--- config.mk ---
export PLATFORM = sky130hd
export DESIGN_NAME = l2_ic_responder_flat
export DESIGN_NICKNAME = d
export VERILOG_FILES = /design/src/rtl/l2_ic_responder_pkg.sv /design/src/rtl/l2_ic_responder_if.sv /design/src/rtl/ic_line_buf.sv /design/src/rtl/l2_ic_responder.sv /design/src/flat_wrapper.sv
export SDC_FILE = /design/constraint.sdc
export NUM_CORES = 1
export LEC_CHECK = 0
export ABC_AREA = 1
export BUFFER_PORTS_ARGS = -buffer_cell sky130_fd_sc_hd__buf_2
export CORE_ASPECT_RATIO = 1.75
export CORE_MARGIN = 10
export CORE_UTILIZATION = 57
export CTS_CLUSTER_SIZE = 40
export DETAILED_ROUTE_END_ITERATION = 10
export GPL_TIMING_DRIVEN = 0
export PLACE_DENSITY = 0.86
export REMOVE_ABC_BUFFERS = 1
export SETUP_SLACK_MARGIN = 0.02
export SLEW_MARGIN = 20
export SYNTH_ARGS = -nofsm -noshare
export SYNTH_HDL_FRONTEND = slang
export SYNTH_SLANG_ARGS = --single-unit
export TNS_END_PERCENT = 100
--- constraint.sdc ---
create_clock -name clk -period 3.8 [get_ports clk]
set_input_delay 0.76 -clock clk [delete_from_list [all_inputs] [get_ports clk]]
set_output_delay 0.76 -clock clk [all_outputs]
set_load 0.05 [all_outputs]
--- src/rtl/l2_ic_responder_pkg.sv ---
// Shared constants, types and helpers for the L2 instruction-cache refill responder.
package l2_ic_responder_pkg;

   localparam int unsigned L2_LINE_W      = 128;
   localparam int unsigned L2_LINE_ADDR_W = 28;
   localparam int unsigned L2_OFF_W       = 4;

   // Request direction encoding seen on l2_cache_rw
   typedef enum logic {
      READ  = 1'b0,
      WRITE = 1'b1
   } rw_e;

   // Responder FSM encodings
   localparam logic [1:0] L2IC_IDLE   = 2'd0;
   localparam logic [1:0] L2IC_MEM_RD = 2'd1;
   localparam logic [1:0] L2IC_RESP   = 2'd2;

   typedef logic [L2_LINE_ADDR_W-1:0] line_addr_t;

   // Line buffer tag: which line is held and whether it may be reused
   typedef struct packed {
      logic       valid;
      line_addr_t line;
   } buf_tag_t;

   // Byte address of one memory beat inside a line
   function automatic logic [31:0] beat_addr(input line_addr_t line,
                                             input int unsigned beat,
                                             input int unsigned beat_bytes);
      return {line, {L2_OFF_W{1'b0}}} + 32'(beat * beat_bytes);
   endfunction

endpackage

--- src/rtl/l2_ic_responder_if.sv ---
// Icache-side request/response and memory-side beat signals of the refill responder.
interface l2_ic_responder_if
   import l2_ic_responder_pkg::*;
#(
   parameter int unsigned MEM_DATA_W = 32
);

   logic                   irq;
   logic [31:0]            l2_addr;
   logic                   l2_cache_rw;
   logic                   complete;
   logic                   inv_buf;
   logic                   l2_busy;
   logic                   l2_rdy;
   logic                   mem_wr_ic_en;
   logic [L2_LINE_W-1:0]   data_wd_l2;
   logic                   mem_req;
   logic [31:0]            mem_addr;
   logic                   mem_ack;
   logic [MEM_DATA_W-1:0]  mem_rd_data;

   // Responder view
   modport slave (
      input  irq, l2_addr, l2_cache_rw, complete, inv_buf, mem_ack, mem_rd_data,
      output l2_busy, l2_rdy, mem_wr_ic_en, data_wd_l2, mem_req, mem_addr
   );

   // Icache controller / memory view
   modport master (
      output irq, l2_addr, l2_cache_rw, complete, inv_buf, mem_ack, mem_rd_data,
      input  l2_busy, l2_rdy, mem_wr_ic_en, data_wd_l2, mem_req, mem_addr
   );

endinterface

--- src/rtl/ic_line_buf.sv ---
// One-line refill buffer: tag, valid bit and 128-bit data with a beat write port.
module ic_line_buf
   import l2_ic_responder_pkg::*;
#(
   parameter  int unsigned MEM_DATA_W = 32,
   localparam int unsigned BEATS      = L2_LINE_W / MEM_DATA_W,
   localparam int unsigned CNT_W      = (BEATS > 1) ? $clog2(BEATS) : 1
) (
   input  logic                  clk,
   input  logic                  reset,
   input  logic                  clr,
   input  logic                  wr_en,
   input  logic [CNT_W-1:0]      wr_beat,
   input  logic [MEM_DATA_W-1:0] wr_data,
   input  logic                  fill_done,
   input  line_addr_t            fill_line,
   input  logic                  fill_valid,
   output buf_tag_t              tag,
   output logic [L2_LINE_W-1:0]  line_data
);

   buf_tag_t              tag_q, tag_d;
   logic [L2_LINE_W-1:0]  data_q, data_d;

   // Beat writes land in their slot; a completed fill outranks invalidation
   always_comb begin
      tag_d  = tag_q;
      data_d = data_q;
      if (wr_en) begin
         for (int unsigned b = 0; b < BEATS; b++) begin
            if (wr_beat == CNT_W'(b)) begin
               data_d[b*MEM_DATA_W +: MEM_DATA_W] = wr_data;
            end
         end
      end
      if (fill_done) begin
         tag_d.line  = fill_line;
         tag_d.valid = fill_valid;
      end else if (clr) begin
         tag_d.valid = 1'b0;
      end
   end

   // Buffer state registers
   always_ff @(posedge clk or negedge reset) begin
      if (!reset) begin
         tag_q  <= '0;
         data_q <= '0;
      end else begin
         tag_q  <= tag_d;
         data_q <= data_d;
      end
   end

   assign tag       = tag_q;
   assign line_data = data_q;

endmodule

--- src/rtl/l2_ic_responder.sv ---
// L2-side icache refill responder: serves a line from the buffer or by a beat burst from memory.
module l2_ic_responder
   import l2_ic_responder_pkg::*;
#(
   parameter int unsigned MEM_DATA_W = 32
) (
   input logic               clk,
   input logic               reset,
   l2_ic_responder_if.slave  bus
);

   localparam int unsigned     BEATS      = L2_LINE_W / MEM_DATA_W;
   localparam int unsigned     CNT_W      = (BEATS > 1) ? $clog2(BEATS) : 1;
   localparam int unsigned     BEAT_BYTES = MEM_DATA_W / 8;
   localparam logic [CNT_W-1:0] LAST_BEAT = CNT_W'(BEATS - 1);

   logic [1:0]            state_q, state_d;
   logic [CNT_W-1:0]      cnt_q, cnt_d;
   line_addr_t            line_q, line_d;
   logic                  inv_seen_q, inv_seen_d;
   logic                  l2_rdy_q, l2_rdy_d;
   logic                  mem_req_q, mem_req_d;
   logic                  busy_q, busy_d;
   logic [31:0]           mem_addr_q, mem_addr_d;

   logic                  miss_start;
   logic                  buf_wr_en;
   logic                  fill_done;
   logic                  fill_valid;
   logic                  hit;
   line_addr_t            req_line;
   buf_tag_t              buf_tag;
   logic [L2_LINE_W-1:0]  buf_data;
   logic [3:0]            unused_addr_off;

   assign req_line        = bus.l2_addr[31:L2_OFF_W];
   assign unused_addr_off = bus.l2_addr[L2_OFF_W-1:0];
   assign hit             = buf_tag.valid && (buf_tag.line == req_line);
   // An invalidate seen anywhere in the burst keeps the fresh line from being reused
   assign fill_valid      = !(inv_seen_q || bus.inv_buf);

   // Next state, beat counter, buffer controls and next registered outputs
   always_comb begin
      state_d    = state_q;
      cnt_d      = cnt_q;
      line_d     = line_q;
      inv_seen_d = inv_seen_q;
      miss_start = 1'b0;
      buf_wr_en  = 1'b0;
      fill_done  = 1'b0;

      case (state_q)
         L2IC_IDLE: begin
            if (bus.irq && (bus.l2_cache_rw == READ)) begin
               line_d = req_line;
               if (hit && !bus.inv_buf) begin
                  state_d = L2IC_RESP;
               end else begin
                  state_d    = L2IC_MEM_RD;
                  cnt_d      = '0;
                  inv_seen_d = 1'b0;
                  miss_start = 1'b1;
               end
            end
         end
         L2IC_MEM_RD: begin
            if (bus.inv_buf) begin
               inv_seen_d = 1'b1;
            end
            if (bus.mem_ack) begin
               buf_wr_en = 1'b1;
               if (cnt_q == LAST_BEAT) begin
                  cnt_d     = '0;
                  fill_done = 1'b1;
                  state_d   = L2IC_RESP;
               end else begin
                  cnt_d = cnt_q + 1'b1;
               end
            end
         end
         L2IC_RESP: begin
            if (bus.complete) begin
               state_d = L2IC_IDLE;
            end
         end
         default: begin
            state_d = L2IC_IDLE;
         end
      endcase

      l2_rdy_d   = (state_d == L2IC_RESP);
      mem_req_d  = (state_d == L2IC_MEM_RD);
      busy_d     = (state_d != L2IC_IDLE);
      mem_addr_d = mem_req_d ? beat_addr(line_d, 32'(cnt_d), BEAT_BYTES) : '0;
   end

   // FSM, counter and output registers
   always_ff @(posedge clk or negedge reset) begin
      if (!reset) begin
         state_q    <= L2IC_IDLE;
         cnt_q      <= '0;
         line_q     <= '0;
         inv_seen_q <= 1'b0;
         l2_rdy_q   <= 1'b0;
         mem_req_q  <= 1'b0;
         busy_q     <= 1'b0;
         mem_addr_q <= '0;
      end else begin
         state_q    <= state_d;
         cnt_q      <= cnt_d;
         line_q     <= line_d;
         inv_seen_q <= inv_seen_d;
         l2_rdy_q   <= l2_rdy_d;
         mem_req_q  <= mem_req_d;
         busy_q     <= busy_d;
         mem_addr_q <= mem_addr_d;
      end
   end

   ic_line_buf #(
      .MEM_DATA_W (MEM_DATA_W)
   ) u_line_buf (
      .clk        (clk),
      .reset      (reset),
      .clr        (bus.inv_buf || miss_start),
      .wr_en      (buf_wr_en),
      .wr_beat    (cnt_q),
      .wr_data    (bus.mem_rd_data),
      .fill_done  (fill_done),
      .fill_line  (line_q),
      .fill_valid (fill_valid),
      .tag        (buf_tag),
      .line_data  (buf_data)
   );

   assign bus.l2_rdy       = l2_rdy_q;
   assign bus.mem_wr_ic_en = l2_rdy_q;
   assign bus.l2_busy      = busy_q;
   assign bus.mem_req      = mem_req_q;
   assign bus.mem_addr     = mem_addr_q;
   assign bus.data_wd_l2   = buf_data;

endmodule

--- src/flat_wrapper.sv ---
// flat-port wrapper written by rule: the top's interface ports become plain ports
module l2_ic_responder_flat import l2_ic_responder_pkg::*;
#(
   parameter int unsigned MEM_DATA_W = 32
)
  (clk, reset, bus_irq, bus_l2_addr, bus_l2_cache_rw, bus_complete, bus_inv_buf, bus_mem_ack, bus_mem_rd_data, bus_l2_busy, bus_l2_rdy, bus_mem_wr_ic_en, bus_data_wd_l2, bus_mem_req, bus_mem_addr);
  l2_ic_responder_if #(.MEM_DATA_W(MEM_DATA_W)) bus_i ();
  input logic clk;
  input logic reset;
  input wire logic [$bits(bus_i.irq)-1:0] bus_irq;
  input wire logic [$bits(bus_i.l2_addr)-1:0] bus_l2_addr;
  input wire logic [$bits(bus_i.l2_cache_rw)-1:0] bus_l2_cache_rw;
  input wire logic [$bits(bus_i.complete)-1:0] bus_complete;
  input wire logic [$bits(bus_i.inv_buf)-1:0] bus_inv_buf;
  input wire logic [$bits(bus_i.mem_ack)-1:0] bus_mem_ack;
  input wire logic [$bits(bus_i.mem_rd_data)-1:0] bus_mem_rd_data;
  output wire logic [$bits(bus_i.l2_busy)-1:0] bus_l2_busy;
  output wire logic [$bits(bus_i.l2_rdy)-1:0] bus_l2_rdy;
  output wire logic [$bits(bus_i.mem_wr_ic_en)-1:0] bus_mem_wr_ic_en;
  output wire logic [$bits(bus_i.data_wd_l2)-1:0] bus_data_wd_l2;
  output wire logic [$bits(bus_i.mem_req)-1:0] bus_mem_req;
  output wire logic [$bits(bus_i.mem_addr)-1:0] bus_mem_addr;
  assign bus_i.irq = bus_irq;
  assign bus_i.l2_addr = bus_l2_addr;
  assign bus_i.l2_cache_rw = bus_l2_cache_rw;
  assign bus_i.complete = bus_complete;
  assign bus_i.inv_buf = bus_inv_buf;
  assign bus_i.mem_ack = bus_mem_ack;
  assign bus_i.mem_rd_data = bus_mem_rd_data;
  assign bus_l2_busy = bus_i.l2_busy;
  assign bus_l2_rdy = bus_i.l2_rdy;
  assign bus_mem_wr_ic_en = bus_i.mem_wr_ic_en;
  assign bus_data_wd_l2 = bus_i.data_wd_l2;
  assign bus_mem_req = bus_i.mem_req;
  assign bus_mem_addr = bus_i.mem_addr;
  l2_ic_responder #(.MEM_DATA_W(MEM_DATA_W)) u_core (.clk(clk), .reset(reset), .bus(bus_i));
endmodule
==> flow_metrics.py, run 1 <==
metrics = {
    "outcome": {
        "run_status": "finished, final reports clean",
    },
    "setup_path": {
        "critical_path.startpoint_type": "primary input",
        "crit_path_end_kind": "flip-flop",
        "worstPathMaxFanout": 35,
        "cp.required_ns": 4.19,
        "worstSetupPathType": "in2reg",
        "regToRegSetupSlack_ns": 1.48,
        "timing.critical_path.arrival_ns": 2.75,
    },
    "logic_synthesis": {
        "synth_warnings": 0,
        "yosys_register_bits": 223,
        "synthCells": 947,
        "post_synth_design_cell_area_sq_mm": 0.008842,
        "synth_flop_cell": "dfrtp_1",
        "ys_seq_area_frac": 0.6311,
        "synth.distinct_cells": 27,
        "postSynthAreaPerCell_sq_um": 9.337,
        "synth_enable_flop_cells": 0,
        "async_flop_share": 1.000,
    },
    "routing": {
        "drc_errors": 0,
        "vias_per_cell": 5.119,
        "drt_pass1_iterations": 5,
        "vias": 6926,
        "ant_nets": 0,
        "total_wirelength_of_the_detailed_routed_design_um": 22390,
        "first_iter_violations": 406,
        "routedWlPerCell_um": 16.55,
    },
    "final_layout": {
        "layout.area.seq_sq_mm": 0.005580,
        "final_nets": 1230,
        "mostFrequentLayoutCells": "nand2_1 (257), buf_2 (227), dfrtp_1 (223), inv_1 (130), o21ai_1 (104)",
        "final_cell_count_no_fill": 1353,
        "n_fill_cell": 1128,
        "multi_input_area_sq_mm": 0.002527,
        "area.growth.synth_to_final_pct": 21.79,
        "layout.cells.most_common": "nand2_1",
        "drive_gt1_frac": 0.2539,
    },
    "timing": {
        "finalCritPeriodShare": 0.6208,
        "finalHoldViolations": 0,
        "slew_viol_final": 0,
        "finalClockSkew_ns": 0.01071,
        "setup-violations-final": 0,
        "slew_headroom": 0.5089,
        "rsz0062_at_grt": "no",
        "finalCriticalPeriod_ns": 2.359,
        "worst-slew-pin-transition_ns": 0.7341,
        "postLayoutSetupSlackWorst_ns": 1.441,
        "maximum_clock_frequency_mhz": 423.9,
    },
    "global_routing": {
        "grt_first_pass_wirelength_um": 36220,
        "antenna_found_initial": 2,
        "grt_remaining_overflow": 0,
        "gr-usage-all-layers": 0.2091,
        "largest_net_degree_at_the_start_of_global_routing": 85,
        "vias_in_the_first_global_route": 7032,
    },
    "floorplanning": {
        "die-width_um": 114.2,
        "core-area_sq_mm": 0.01531,
        "io_pins": 235,
        "die_y_um": 184.8,
        "design.die.area_sq_mm": 0.02109,
        "floorplan.rows": 60,
        "initial_core_utilization": 0.5774,
    },
    "placed_design": {
        "numPlacedInstances": 1320,
        "dp.final_hpwl_um": 15620,
        "place_ws_ns": 0.9307,
        "globalplace.congestion": 0.8284,
        "buffers_added_on_ports": 228,
    },
    "job": {
        "timing.max_cap.violations": 0,
    },
    "clock_network": {
        "insertion_delay_ns": 0.48,
        "cts.hold.buffers_added": 0,
        "clock_tree.htree_level_count": 1,
        "cts.reportedPaths.clkPinSlew_ns": 0.07,
        "tritoncts_num_sinks": 223,
        "cts_post_setup_buffers_inserted": 0,
        "max-clock-path-buffers": 3,
        "cts_buffers": 19,
        "cts_root_buffer": "clkbuf_16",
        "number_of_gates_resized_after_cts": 0,
        "tritoncts_clock_tree": "done",
    },
    "worst_hold_path": {
        "hold_crit_path_type": "in2async",
    },
}
## per-layer routing
layer  global-route usage  vias to the layer above  share of wire
met1               0.2324                     3299           0.38
met5                    0                        -              0
met3              0.04948                       47          0.072
met4              0.08052                        0          0.032
met2               0.3731                      229           0.52
li1                     -                     3351              -
## cell usage after synthesis (5+ instances only)
cell type / n / area [sq um]
a21oi_1: 20 / 100.1
or2_1: 17 / 106.4
o21ai_1: 104 / 520.5
nor2_1: 15 / 56.30
o21ai_0: 85 / 425.4
nand2_2: 5 / 31.28
nand2_1: 257 / 964.7
inv_2: 8 / 30.03
dfrtp_1: 223 / 5580
nand3_1: 5 / 25.02
inv_1: 130 / 488.0
buf_2: 24 / 120.1
buf_4: 5 / 37.54
clkbuf_1: 9 / 33.78
or2_2: 5 / 31.28
a21oi_2: 11 / 96.34
## per-stage QoR
step / hold slack, ns / setup TNS, ns / area [sq um] / utilization
floorplan: 0.4455 / 0 / 8606 / -
global placement: 0.4531 / -373.62 / 9980 / 0.6516
detailed placement: 0.4670 / 0 / 10080 / 0.6585
CTS: 0.2517 / 0 / 10760 / 0.7024
global route: 0.2627 / 0 / 10770 / 0.7032
finish: 0.2268 / 0 / 10770 / 0.7032
## worst max-delay path, stage by stage
cell and delay [ns]:
buf_2 0.08, inv_1 0.03, nor2_1 0.19, nand2_2 0.47
inv_2 0.55, nand2_4 0.38, a21oi_1 0.26
## area by class of cell
cell class,instances,share of cell area
Antenna cell,1,0.0002324
Clock buffer,26,0.05031
Clock inverter,6,0.01208
Inverter,138,0.04833
Multi-Input combinational cell,542,0.2347
Sequential cell,223,0.5182
Tap cell,186,0.02161
Timing Repair Buffer,231,0.1146
## kinds of logic (layout without fill, tap and decap cells)
family / count (synthesis) / after routing / synth area share
AOI/OAI and AO/OA: 221 / 221 / 0.1300
buffers and inverters: 183 / 401 / 0.08575
adders and majority gates: 4 / 4 / 0.005660
DFF: 223 / 223 / 0.6311
other: 1 / 3 / 0.0004241
and+or+nand+nor: 313 / 313 / 0.1450
xor gates and xnor gates: 2 / 2 / 0.001981
## flip-flops by register name, indices dropped and copies added (netlist names)
signal                       flops
u_core.cnt_q                     2
u_core.bus.l2_busy               1
u_core.u_line_buf.line_data    128
u_core.bus.mem_addr             30
u_core.state_q                   2
u_core.bus.mem_req               1
u_core.u_line_buf.tag           29
u_core.bus.l2_rdy                1
u_core.line_q                   28
u_core.inv_seen_q                1
## path summary, 6_finish.rpt
kind                                        start                         endpoint  cells past startpoint
worst max-delay path                      bus_irq           u_core.bus.mem_addr[5]                      7
worst min-delay path                        reset  u_core.u_line_buf.line_data[13]                      1
worst max register to register  u_core.state_q[1]           u_core.bus.mem_addr[5]                      5
worst min register to register   u_core.line_q[5]         u_core.u_line_buf.tag[5]                      2
max in group asynchronous                   reset        u_core.u_line_buf.tag[13]                      2
min in group clk                 u_core.line_q[5]         u_core.u_line_buf.tag[5]                      2
Power of run 1 is not shown: default switching activity piles up to over one toggle a cycle in this logic, so the estimate is an artifact.
==> run 2, diff against run 1 <==
CORE_UTILIZATION = 53   (was 57)
PLACE_DENSITY = 0.81   (was 0.86)
clock period = 2.2 ns   (was 3.8 ns; I/O delays follow)
==> flow_metrics.py, run 2 (same netlist as run 1, synthesis figures left out) <==
metrics = {
    "setup_path": {
        "worstPathMaxFanout": 35,
        "timing.critical_path.arrival_ns": 2.26,
        "critical_path.startpoint_type": "flip-flop",
        "crit_path_end_kind": "flip-flop",
        "worstSetupPathType": "reg2reg",
        "cp.required_ns": 2.56,
    },
    "clock_network": {
        "tritoncts_clock_tree": "done",
        "insertion_delay_ns": 0.48,
        "clock_tree.htree_level_count": 1,
        "max-clock-path-buffers": 3,
        "cts_buffers": 20,
        "cts_root_buffer": "clkbuf_16",
        "cts_post_setup_buffers_inserted": 0,
        "tritoncts_num_sinks": 223,
        "cts.reportedPaths.clkPinSlew_ns": 0.06,
    },
    "final_layout": {
        "finalCoreUtilization": 0.6566,
        "final_nets": 1233,
        "mostFrequentLayoutCells": "nand2_1 (257), buf_2 (227), dfrtp_1 (223), inv_1 (130), o21ai_1 (104)",
        "insertedDiodeCount": 0,
        "largest_reg_flops": 128,
        "drive_gt1_frac": 0.2536,
        "n_fill_cell": 1324,
        "area.growth.synth_to_final_pct": 22.13,
        "layout.cells.most_common": "nand2_1",
    },
    "global_routing": {
        "gr-usage-all-layers": 0.1939,
        "grt_remaining_overflow": 0,
        "largest_net_degree_at_the_start_of_global_routing": 102,
        "grt_first_pass_wirelength_um": 36210,
        "antenna_found_initial": 0,
        "vias_in_the_first_global_route": 6891,
    },
    "timing": {
        "setup-violations-final": 0,
        "finalClockSkew_ns": 0.008335,
        "finalCritPeriodShare": 0.8656,
        "finalCriticalPeriod_ns": 1.904,
        "finalHoldViolations": 0,
        "slew_headroom": 0.5092,
        "postLayoutSetupSlackWorst_ns": 0.2956,
        "maximum_clock_frequency_mhz": 525.1,
        "rsz0062_at_grt": "no",
        "slew_viol_final": 0,
        "worst-slew-pin-transition_ns": 0.7351,
    },
    "floorplanning": {
        "core-area_sq_mm": 0.01645,
        "die_y_um": 190.9,
        "floorplan.rows": 62,
        "die-width_um": 117.6,
        "io_pins": 235,
        "initial_core_utilization": 0.5377,
        "design.die.area_sq_mm": 0.02245,
    },
    "outcome": {
        "run_status": "finished, final reports clean",
    },
    "placed_design": {
        "dp.final_hpwl_um": 15480,
        "globalplace.congestion": 0.7697,
        "place_ws_ns": -0.3880,
        "buffers_added_on_ports": 228,
    },
    "routing": {
        "vias": 6919,
        "drc_errors": 0,
        "ant_nets": 0,
        "routedWlPerCell_um": 16.20,
        "vias_per_cell": 4.974,
        "drt_pass1_iterations": 5,
        "first_iter_violations": 468,
        "total_wirelength_of_the_detailed_routed_design_um": 22530,
    },
    "worst_hold_path": {
        "hold_crit_path_type": "in2reg",
    },
    "job": {
        "timing.max_cap.violations": 0,
    },
}
[run 2: changes by cell type in the layout (fill, tap and decap cells not counted), moves of 2 or more]
| cell | change |
|---|---|
| bufinv_16 | -3 |
| clkbuf_16 | +2 |
| clkbuf_8 | -2 |
| inv_6 | +2 |
[run 2: final timing paths]
check,end,slack (ns),from,cells past startpoint
min in group asynchronous,u_core.u_line_buf.line_data[70],0.40,reset,2
setup reg to reg,u_core.inv_seen_q,0.30,u_core.state_q[1],6
hold / removal,u_core.line_q[9],0.23,bus_l2_addr[13],3
setup / recovery,u_core.inv_seen_q,0.30,u_core.state_q[1],6
hold reg to reg,u_core.u_line_buf.tag[6],0.48,u_core.line_q[6],2
max in group asynchronous,u_core.u_line_buf.tag[28],1.04,reset,3
[run 2: worst max-delay path, cell delays in order (launching register included)]
cell and delay (ns):
dfrtp_1 0.45, nor2_1 0.19, nand2_4 0.28, inv_6 0.29, nand2_4 0.32, nand2_1 0.13
o21ai_0 0.09
[run 2: per-stage QoR]
stage	hold slack [ns]	instance area, sq um	cells	setup TNS [ns]
floorplan	0.1444	8606	903	-8.398
global placement	0.4510	10030	1355	-738.82
detailed placement	0.3071	10140	1358	-12.54
CTS	0.2093	10780	1390	0
global route	0.2345	10800	1391	0
finish	0.2268	10800	1391	0
[run 2: area by class of cell]
class | count | area (sq um) | share of cell area
Clock inverter | 5 | 63.81 | 0.005909
Inverter | 138 | 528.0 | 0.04889
Multi-Input combinational cell | 543 | 2539 | 0.2351
Timing Repair Buffer | 232 | 1244 | 0.1152
Tap cell | 224 | 280.3 | 0.02595
Sequential cell | 223 | 5580 | 0.5167
Clock buffer | 26 | 564.3 | 0.05225
[run 2: layer usage]
metal  vias up  GRT usage  share of wire
met3        28    0.04506          0.070
met1      3311     0.2297           0.39
met5         -          0              0
met4         0    0.04680          0.018
li1       3347          -              -
met2       233     0.3482           0.52
[run 2: what timing repair did]
| action | in CTS | in global routing |
|---|---|---|
| endpoints found under the setup margin | 40 | 69 |
| cloned | 0 | 1 |
| hold endpoints to repair | 26 | 0 |
| hold buffers | 1 | 0 |
| pin swaps | 0 | 1 |
| gates resized for setup | 2 | 2 |
Power of run 2 is left out for the same reason.
==> run 3, diff against run 2 <==
RECOVER_POWER = 50   (was unset)
==> flow_metrics.py, run 3 (same netlist as run 1, synthesis figures left out) <==
metrics = {
    "outcome": {
        "run_status": "finished, final reports clean",
    },
    "final_layout": {
        "layout.area.seq_sq_mm": 0.005580,
        "mostFrequentLayoutCells": "nand2_1 (257), dfrtp_1 (223), buf_2 (151), inv_1 (130), o21ai_1 (104)",
        "final_area_sq_mm": 0.01066,
        "drive_gt1_frac": 0.1877,
        "multi_input_area_sq_mm": 0.002536,
        "insertedDiodeCount": 0,
        "layout.cells.most_common": "nand2_1",
        "final_nets": 1233,
        "largest_reg_flops": 128,
        "n_fill_cell": 1370,
        "area.growth.synth_to_final_pct": 20.57,
    },
    "placed_design": {
        "placed_cell_area_sq_mm": 0.01014,
        "dp.final_hpwl_um": 15480,
        "buffers_added_on_ports": 228,
        "globalplace.congestion": 0.7697,
        "place_ws_ns": -0.3880,
    },
    "setup_path": {
        "regToRegSetupSlack_ns": 0.28,
        "rr_worst_depth": 6,
        "cpMostUsedCell": "nand2_4",
        "critical_path.startpoint_type": "flip-flop",
        "crit_path_end_kind": "flip-flop",
        "worstPathMaxFanout": 35,
        "timing.critical_path.arrival_ns": 2.27,
        "timing.critical_path.slowest_stage_cell": "dfrtp_1",
        "worstPathCellList": "nor2_1, nand2_4, inv_6, nand2_4, nand2_1, o21ai_0",
        "critical-path-max-stage-delay_ns": 0.45,
        "reg2reg_from": "u_core.state_q[1]",
        "worstSetupPathType": "reg2reg",
        "reg2reg_to": "u_core.inv_seen_q",
        "cp.required_ns": 2.56,
    },
    "global_routing": {
        "grt_remaining_overflow": 0,
        "antenna_found_initial": 0,
        "gr-usage-all-layers": 0.1939,
        "largest_net_degree_at_the_start_of_global_routing": 102,
        "vias_in_the_first_global_route": 6891,
        "grt_first_pass_wirelength_um": 36210,
    },
    "timing": {
        "finalHoldViolations": 0,
        "postLayoutSetupSlackWorst_ns": 0.2834,
        "finalHoldWorstSlack_ns": 0.2282,
        "worst-slew-pin-transition_ns": 1.246,
        "maximum_clock_frequency_mhz": 521.8,
        "slew_headroom": 0.1696,
        "finalCriticalPeriod_ns": 1.917,
        "slew_viol_final": 0,
        "finalCritPeriodShare": 0.8712,
        "finalClockSkew_ns": 0.009156,
        "setup-violations-final": 0,
        "rsz0062_at_grt": "no",
    },
    "floorplanning": {
        "die-width_um": 117.6,
        "core-area_sq_mm": 0.01645,
        "die_y_um": 190.9,
        "io_pins": 235,
        "initial_core_utilization": 0.5377,
        "floorplan.rows": 62,
        "design.die.area_sq_mm": 0.02245,
    },
    "clock_network": {
        "tritoncts_clock_tree": "done",
        "cts.reportedPaths.clkPinSlew_ns": 0.06,
        "tritoncts_num_sinks": 223,
        "cts_post_setup_buffers_inserted": 0,
        "clock_tree.htree_level_count": 1,
        "cts_root_buffer": "clkbuf_16",
        "max-clock-path-buffers": 3,
        "cts_buffers": 20,
        "insertion_delay_ns": 0.48,
    },
    "worst_hold_path": {
        "hold_crit_path_type": "in2reg",
        "whs_endpoint": "u_core.line_q[9]",
        "worstHoldPathCells": 3,
        "hold_path_startpoint": "bus_l2_addr[13]",
    },
    "routing": {
        "drc_errors": 0,
        "routedWlPerCell_um": 16.17,
        "ant_nets": 0,
        "vias_per_cell": 4.937,
        "vias": 6868,
        "total_wirelength_of_the_detailed_routed_design_um": 22490,
        "drt_pass1_iterations": 5,
        "first_iter_violations": 462,
    },
    "job": {
        "timing.max_cap.violations": 0,
    },
}
-- run 3: cell types whose count changed in the layout (fill, tap and decap cells not counted), sizes merged --
| cell | change |
|---|---|
| clkbuf | +76 |
| buf | -76 |
-- run 3: through the flow --
stage	utilization	setup TNS [ns]	instances
after global placement	0.6097	-738.82	1355
after floorplan	-	-8.398	903
after global routing	0.6483	0	1391
final	0.6483	0	1391
after CTS	0.6555	0	1390
after detailed placement	0.6164	-12.54	1358
-- run 3: worst max-delay path by stage --
stage	startpoint	depth (start not counted)	to	slack, ns
6_report	u_core.state_q[1]	6	u_core.inv_seen_q	0.28
2_1_floorplan	u_core.cnt_q[0]	6	u_core.u_line_buf.line_data[100]	-0.22
3_5_place_dp	bus_l2_cache_rw	7	u_core.inv_seen_q	-0.39
3_3_place_gp	reset	1	u_core.bus.mem_addr[24]	-3.05
5_1_grt	reset	3	u_core.u_line_buf.tag[27]	0.09
4_1_cts	u_core.state_q[1]	6	u_core.inv_seen_q	0.03
-- run 3: layer usage --
metal	GRT usage	up-vias	wire length, um
met5	0	-	0
met1	0.2297	3288	8963
met4	0.04680	0	403
met3	0.04506	28	1469
li1	-	3348	-
met2	0.3482	204	11650
-- run 3: timing repair --
action,CTS,global route
cloned,0,1
gates resized for setup,2,2
pin swaps,0,1
hold buffers,1,0
endpoints found under the hold margin,26,0
setup endpoints to repair,40,69
-- run 3: layout make-up --
cell class	instances	area share
Multi-Input combinational cell	543	0.2379
Timing Repair Buffer	232	0.1040
Inverter	138	0.04952
Tap cell	224	0.02629
Clock buffer	26	0.05293
Clock inverter	5	0.005985
Sequential cell	223	0.5234
-- run 3: worst max-delay path, delay by kind of cell (launching register included) --
family | cells | cell delay, ns
and+or+nand+nor | 4 | 0.93
DFF | 1 | 0.45
AOI/OAI and AO/OA | 1 | 0.09
buffers and inverters | 1 | 0.29
Power of run 3 is left out for the same reason.
